[src/rtl/multiphase_driver_pkg.sv]
// Shared types and constants for the multiphase complementary gate driver.
// The config struct is sized by the MDRV_* constants, which are also the module parameter defaults.
package multiphase_driver_pkg;

  localparam int unsigned MDRV_N_CH       = 4;
  localparam int unsigned MDRV_PER_BITS   = 16;
  localparam int unsigned MDRV_DT_BITS    = 8;
  localparam int unsigned MDRV_BURST_BITS = 16;
  localparam int unsigned MIN_PERIOD      = 2;

  typedef enum logic [1:0] {
    StIdle,
    StRun,
    StBurst,
    StStopping
  } state_t;

  typedef struct packed {
    logic [MDRV_PER_BITS-1:0]                period;
    logic [MDRV_N_CH-1:0][MDRV_PER_BITS-1:0] duty;
    logic [MDRV_N_CH-1:0][MDRV_PER_BITS-1:0] phase;
    logic [MDRV_DT_BITS-1:0]                 dead;
    logic [MDRV_BURST_BITS-1:0]              burst_len;
  } mdrv_cfg_t;

  // Clamp period to the minimum and keep every phase inside the period so pos never underflows.
  function automatic mdrv_cfg_t sanitize_cfg(input mdrv_cfg_t c);
    mdrv_cfg_t r;
    r = c;
    if (c.period < MDRV_PER_BITS'(MIN_PERIOD)) begin
      r.period = MDRV_PER_BITS'(MIN_PERIOD);
    end
    for (int i = 0; i < int'(MDRV_N_CH); i++) begin
      if (c.phase[i] >= r.period) begin
        r.phase[i] = r.period - MDRV_PER_BITS'(1);
      end
    end
    return r;
  endfunction

endpackage

[src/rtl/multiphase_driver_deadtime.sv]
// Per-channel dead-time inserter: registered complementary p/n pair derived from a raw PWM level.
// Any raw edge drops both outputs; they follow raw again once the dead count expires.
module drv_deadtime
  import multiphase_driver_pkg::*;
#(
  parameter int unsigned DT_BITS = MDRV_DT_BITS
) (
  input  logic               clk,
  input  logic               rst_n,
  input  logic               raw,
  input  logic [DT_BITS-1:0] dead,
  input  logic               enable,
  output logic               p,
  output logic               n,
  output logic [DT_BITS-1:0] dead_cnt
);

  logic               raw_q;
  logic               p_q, p_d;
  logic               n_q, n_d;
  logic [DT_BITS-1:0] cnt_q, cnt_d;
  logic               raw_edge;

  assign raw_edge = raw ^ raw_q;

  always_comb begin
    p_d   = p_q;
    n_d   = n_q;
    cnt_d = cnt_q;
    if (!enable) begin
      p_d   = 1'b0;
      n_d   = 1'b0;
      cnt_d = '0;
    end else if (raw_edge) begin
      if (dead == '0) begin
        p_d   = raw;
        n_d   = ~raw;
        cnt_d = '0;
      end else begin
        p_d   = 1'b0;
        n_d   = 1'b0;
        cnt_d = dead;
      end
    end else if (cnt_q != '0) begin
      cnt_d = cnt_q - DT_BITS'(1);
      if (cnt_q == DT_BITS'(1)) begin
        p_d = raw;
        n_d = ~raw;
      end else begin
        p_d = 1'b0;
        n_d = 1'b0;
      end
    end else begin
      p_d = raw;
      n_d = ~raw;
    end
  end

  // raw_q tracks raw even while disabled so a run starts without a spurious edge.
  always_ff @(posedge clk or negedge rst_n) begin
    if (!rst_n) begin
      raw_q <= 1'b0;
      p_q   <= 1'b0;
      n_q   <= 1'b0;
      cnt_q <= '0;
    end else begin
      raw_q <= raw;
      p_q   <= p_d;
      n_q   <= n_d;
      cnt_q <= cnt_d;
    end
  end

  assign p        = p_q;
  assign n        = n_q;
  assign dead_cnt = cnt_q;

endmodule

[src/rtl/multiphase_driver.sv]
// N-channel complementary gate driver: shared period counter, per-channel duty/phase compare,
// shadowed config applied at the period boundary, continuous/burst run control.
module multiphase_driver
  import multiphase_driver_pkg::*;
#(
  parameter int unsigned N_CH       = MDRV_N_CH,
  parameter int unsigned PER_BITS   = MDRV_PER_BITS,
  parameter int unsigned DT_BITS    = MDRV_DT_BITS,
  parameter int unsigned BURST_BITS = MDRV_BURST_BITS
) (
  input  logic                     clk,
  input  logic                     rst_n,
  input  logic [PER_BITS-1:0]      cfg_period,
  input  logic [N_CH*PER_BITS-1:0] cfg_duty,
  input  logic [N_CH*PER_BITS-1:0] cfg_phase,
  input  logic [DT_BITS-1:0]       cfg_dead,
  input  logic [BURST_BITS-1:0]    cfg_burst_len,
  input  logic                     cfg_load,
  input  logic                     start,
  input  logic                     burst_mode,
  input  logic                     stop,
  output logic                     busy,
  output logic                     period_tick,
  output logic [N_CH-1:0]          drv_p,
  output logic [N_CH-1:0]          drv_n
);

  mdrv_cfg_t                 cfg_in;
  mdrv_cfg_t                 shadow_q, active_q;
  logic                      pending_q, pending_d;
  state_t                    state_q, state_d;
  logic [PER_BITS-1:0]       cnt_q, cnt_d;
  logic [BURST_BITS-1:0]     remaining_q, remaining_d;
  logic                      running, wrap, apply, dt_enable;
  logic [N_CH-1:0]           raw;
  logic [N_CH-1:0][DT_BITS-1:0] dead_cnt_all;
  logic                      unused_dead_cnt;

  always_comb begin
    cfg_in           = '0;
    cfg_in.period    = cfg_period;
    cfg_in.duty      = cfg_duty;
    cfg_in.phase     = cfg_phase;
    cfg_in.dead      = cfg_dead;
    cfg_in.burst_len = cfg_burst_len;
  end

  assign running = (state_q != StIdle);
  assign wrap    = running && (cnt_q == active_q.period - PER_BITS'(1));
  // pending_q is registered, so a load on a wrap cycle waits for the following wrap.
  assign apply   = pending_q && (!running || wrap);

  always_comb begin
    pending_d = pending_q;
    if (cfg_load) begin
      pending_d = 1'b1;
    end else if (apply) begin
      pending_d = 1'b0;
    end
  end

  always_comb begin
    state_d     = state_q;
    remaining_d = remaining_q;
    unique case (state_q)
      StIdle: begin
        if (start && !stop) begin
          if (!burst_mode) begin
            state_d = StRun;
          end else if (active_q.burst_len != '0) begin
            state_d     = StBurst;
            remaining_d = active_q.burst_len;
          end
        end
      end
      StRun: begin
        if (stop) begin
          state_d = wrap ? StIdle : StStopping;
        end
      end
      StBurst: begin
        if (wrap && (remaining_q == BURST_BITS'(1))) begin
          state_d = StIdle;
        end else begin
          if (wrap) begin
            remaining_d = remaining_q - BURST_BITS'(1);
          end
          if (stop) begin
            state_d = wrap ? StIdle : StStopping;
          end
        end
      end
      StStopping: begin
        if (wrap) begin
          state_d = StIdle;
        end
      end
      default: state_d = StIdle;
    endcase
  end

  assign cnt_d = (!running || wrap) ? '0 : cnt_q + PER_BITS'(1);

  always_ff @(posedge clk or negedge rst_n) begin
    if (!rst_n) begin
      shadow_q    <= '0;
      active_q    <= '0;
      pending_q   <= 1'b0;
      state_q     <= StIdle;
      cnt_q       <= '0;
      remaining_q <= '0;
    end else begin
      if (cfg_load) begin
        shadow_q <= cfg_in;
      end
      if (apply) begin
        active_q <= sanitize_cfg(shadow_q);
      end
      pending_q   <= pending_d;
      state_q     <= state_d;
      cnt_q       <= cnt_d;
      remaining_q <= remaining_d;
    end
  end

  // Outputs are enabled only while staying busy, so entering IDLE clears them on the same edge.
  assign dt_enable = running && (state_d != StIdle);

  for (genvar i = 0; i < int'(N_CH); i++) begin : g_ch
    logic [PER_BITS-1:0] pos;

    always_comb begin
      if (cnt_q >= active_q.phase[i]) begin
        pos = cnt_q - active_q.phase[i];
      end else begin
        pos = cnt_q + active_q.period - active_q.phase[i];
      end
    end

    assign raw[i] = (pos < active_q.duty[i]);

    drv_deadtime #(
      .DT_BITS(DT_BITS)
    ) u_deadtime (
      .clk      (clk),
      .rst_n    (rst_n),
      .raw      (raw[i]),
      .dead     (active_q.dead),
      .enable   (dt_enable),
      .p        (drv_p[i]),
      .n        (drv_n[i]),
      .dead_cnt (dead_cnt_all[i])
    );
  end

  assign unused_dead_cnt = ^dead_cnt_all;

  assign busy        = running;
  assign period_tick = wrap;

endmodule

[config.mk]
export PLATFORM = sky130hd
export DESIGN_NAME = multiphase_driver
export DESIGN_NICKNAME = d
export VERILOG_FILES = /design/src/rtl/multiphase_driver_pkg.sv /design/src/rtl/multiphase_driver_deadtime.sv /design/src/rtl/multiphase_driver.sv
export SDC_FILE = /design/constraint.sdc
export NUM_CORES = 1
export LEC_CHECK = 0
export ABC_AREA = 1
export CAP_MARGIN = 20
export CELL_PAD_IN_SITES_DETAIL_PLACEMENT = 0
export CELL_PAD_IN_SITES_GLOBAL_PLACEMENT = 1
export CORE_MARGIN = 2
export CORE_UTILIZATION = 48
export CTS_CLUSTER_SIZE = 12
export DETAILED_ROUTE_END_ITERATION = 6
export PLACE_DENSITY_LB_ADDON = 0.1
export SYNTH_ARGS = -nofsm -noshare
export SYNTH_HDL_FRONTEND = slang
export SYNTH_SLANG_ARGS = --single-unit
[constraint.sdc]
create_clock -name clk -period 9.8 [get_ports clk]
set_clock_uncertainty 0.15 [all_clocks]
set_input_delay 1.96 -clock clk [delete_from_list [all_inputs] [get_ports clk]]
set_output_delay 1.96 -clock clk [all_outputs]
set_load 0.02 [all_outputs]
==> results.md <==
- Post-route insts no fill: 4,854
- Syn Nets: between 4,000 and 5,000
- Crit path launch type: flop
- Largest net degree at the start of global routing: around 170
- GRT Total Usage: between 20% and 30%
- Critical path endpoint category: flop
- Min cycle time layout: about 6.6 ns
- Nets: between 4,000 and 5,000
- First-pass GRT wire length: approximately 140,000 um
- Post-DP HPWL: about 70,000 um
- # setup viols final: 0
- Primary FF master, synth: dfrtp_1
- Reg clk slew, reported paths: roughly 0.06 ns
- Setup Buffers After CTS: 0
- RSZ-0062 raised after global routing: false
- Type of the tightest min-delay check: reg2reg
- Crit path buffers/inverters: 4
- Relative slew slack: approximately 33%
- Dpl cells: 4,770
- Core area: 0.0589 mm^2
- CP Max Fanout: 13
- LEAKAGE: 16.5 nW
- Synth-to-layout area growth: 14.2%
- Most frequent cells in the layout: nand2_1, inv_1, dfrtp_1
- Via-per-instance ratio: 5.34
- Max Transition Viols Final: 0
- Max Freq: about 150 MHz
- Remaining antenna violation count: 0
- Warning count from the yosys run: 0
- Synth unique cells: 61
- Die area: roughly 0.062 mm^2
- Final WS setup: roughly 3.2 ns
- WP data arrival: roughly 7.0 ns
- Starting density of the core: between 40% and 50%
- DR vias: approximately 26,000
- Clock Latency Late Sink: about 0.6 ns
- Netlist Area Pre-Place: between 0.02 and 0.03 mm^2
- Fillers: between 5,000 and 6,000
- Antenna diodes: 0
- Initial antenna violation count: 4
- WP data required: ~10 ns
- Slowest cell on crit path: dfrtp_1
- FF+latch area: just over 0.01 mm^2
- Crit share post-route: 67.8%
- Area occupied by multi-input gates: about 0.016 mm^2
- CTS root buffer: clkbuf_16
- Routability cong.: 0.967
- Post-Syn Instances: just under 4,000
- Setup TNS: 0 ns
- Placement Rows: between 80 and 90
- Vias in the first global route: between 20,000 and 25,000
- Fraction of registers with async set/reset: 100%
- I/O pins: around 180
- Total power: 0.0130 W
- Avg Cell Area, Syn: roughly 7.3 um^2
- CTS resizes: 0
- Dpl ws: between 3 and 4 ns
- Sink Count: approximately 420
- Power per cell area: roughly 400 mW/mm^2
- # hold bufs at CTS: 0
- CTS tree: built
- Crit-path most repeated cell: nand2_1
- Final hold vios: 0
- # port buffers: 183
- DRT Wirelength: around 91,000 um
- TritonRoute pass-1 iters: 6
- Remaining global-route overflow: 0
- CP Class: reg2reg
- Max-cap viol count: 0
- Worst VDD drop: 0.197 mV
- Sequential area share after synthesis: 36.3%
- Slew @ Worst Pin: 0.998 ns
- Seq cells post-synth: between 400 and 500
- H-tree Lvls: 2
- Fraction of layout cells with a size suffix above 1: 3.43%
- Slowest Stage Delay on Critical Path: 0.75 ns
- Die Span X: 248 um
- Status: finished, final reports clean
- Post-synth EDFFs: 0
- Critical path's top delay family: simple AND/OR/NAND/NOR gates
- Iter 0 DRT Violations: about 2,400
- Height of the die: between 200 and 250 um
- DRC violations left: 0
- CTS max path bufs: 3
- WL/cell: roughly 19 um
- Inserted Clock Buffers: ~50
- Most common cell after layout, fill and taps aside: nand2_1
area by class of cell:
class / instances / share of cell area (%)
Multi-Input combinational cell: 2889 / 48.7
Sequential cell: 415 / 31.8
Timing Repair Buffer: 204 / 6.19
Inverter: 489 / 5.64
Clock buffer: 72 / 4.27
Tap cell: 773 / 2.96
Clock inverter: 12 / 0.468
metal layers:
metal,share of wire [%],global-route usage [%]
met4,3.2,9.44
met3,7.1,5.28
met5,0.025,0
met1,48,44.6
met2,42,43.8
Yosys cell counts, types with 5 or more instances:
master	number	area share, %
xnor2_1	39	1.2
o21bai_1	7	0.18
nor4_1	10	0.22
a31oi_1	19	0.42
o21ai_0	370	6.5
inv_1	480	6.3
o2111ai_1	5	0.15
nand2_1	1164	15
clkbuf_1	75	0.98
inv_2	5	0.066
a211oi_1	18	0.47
o211ai_1	8	0.21
o21ai_1	12	0.21
nor2_2	8	0.18
xor2_1	79	2.4
or2_2	21	0.46
nand3_1	128	2.2
fa_1	9	0.63
nor3b_1	6	0.16
o221ai_1	6	0.18
dfrtp_1	415	36
a21oi_1	299	5.2
buf_4	10	0.26
a21o_1	7	0.18
nand4_1	24	0.53
mux2i_1	7	0.25
o22ai_1	22	0.48
o31ai_1	9	0.24
nor2_1	239	3.1
buf_2	21	0.37
nor3_1	55	0.96
ha_1	280	12
stage by stage:
step           util, %  cell area [um^2]  hold WS [ns]
6_report          55.4             32600         0.318
5_1_grt           55.4             32600         0.337
4_1_cts           55.4             32600         0.322
3_5_place_dp      52.8             31100         0.309
3_3_place_gp      52.8             31100         0.305
2_1_floorplan        -             28600         0.292
flip-flops by register name, summed over array words and instances (netlist names), 4 cells and up:
signal and flops:
shadow_q 168, g_ch.u_deadtime.raw_q 4, cnt_q 16, g_ch.u_deadtime.p 4, active_q 168, remaining_q 16, g_ch.u_deadtime.dead_cnt 32, g_ch.u_deadtime.n 4
where the power goes:
group | switching, W | internal [W] | leakage, nW | total [W]
sequential | 0.000369 | 0.00225 | 5.14 | 0.00262
combinational | 0.00557 | 0.00302 | 10.7 | 0.00859
clock | 0.000733 | 0.00106 | 0.755 | 0.00179
total | 0.00667 | 0.00633 | 16.5 | 0.0130
final timing paths:
path / startpoint / to / slack, ns / cells after the start
min: shadow_q[135] / shadow_q[135] / 0.32 / 2
max: cnt_q[1] / g_ch[1].u_deadtime.dead_cnt[0] / 3.16 / 36
min in group asynchronous: rst_n / shadow_q[47] / 1.22 / 1
max reg2reg: cnt_q[1] / g_ch[1].u_deadtime.dead_cnt[0] / 3.16 / 36
max in group asynchronous: rst_n / shadow_q[75] / 6.34 / 3
min reg2reg: shadow_q[135] / shadow_q[135] / 0.32 / 2
worst reg2reg max path, delay by kind of cell, from the launching register on:
kind / cells / cell delay [ns]
compound gates: 8 / 1.16
fa+ha+maj: 3 / 1.16
flops: 1 / 0.75
simple gates: 19 / 2.22
xor+xnor: 2 / 0.76
buf+inv: 4 / 0.38
cells by family (layout without fill, tap and decap cells):
group	count (synthesis)	after routing	synth area share, %
fa+ha+maj	289	289	12.9
mux	7	7	0.245
buf+inv	598	777	8.14
compound gates	805	805	15.2
flops	415	415	36.3
xor+xnor	118	118	3.62
simple gates	1670	1670	23.6
Note: power is estimated with default switching activity, not from simulation.
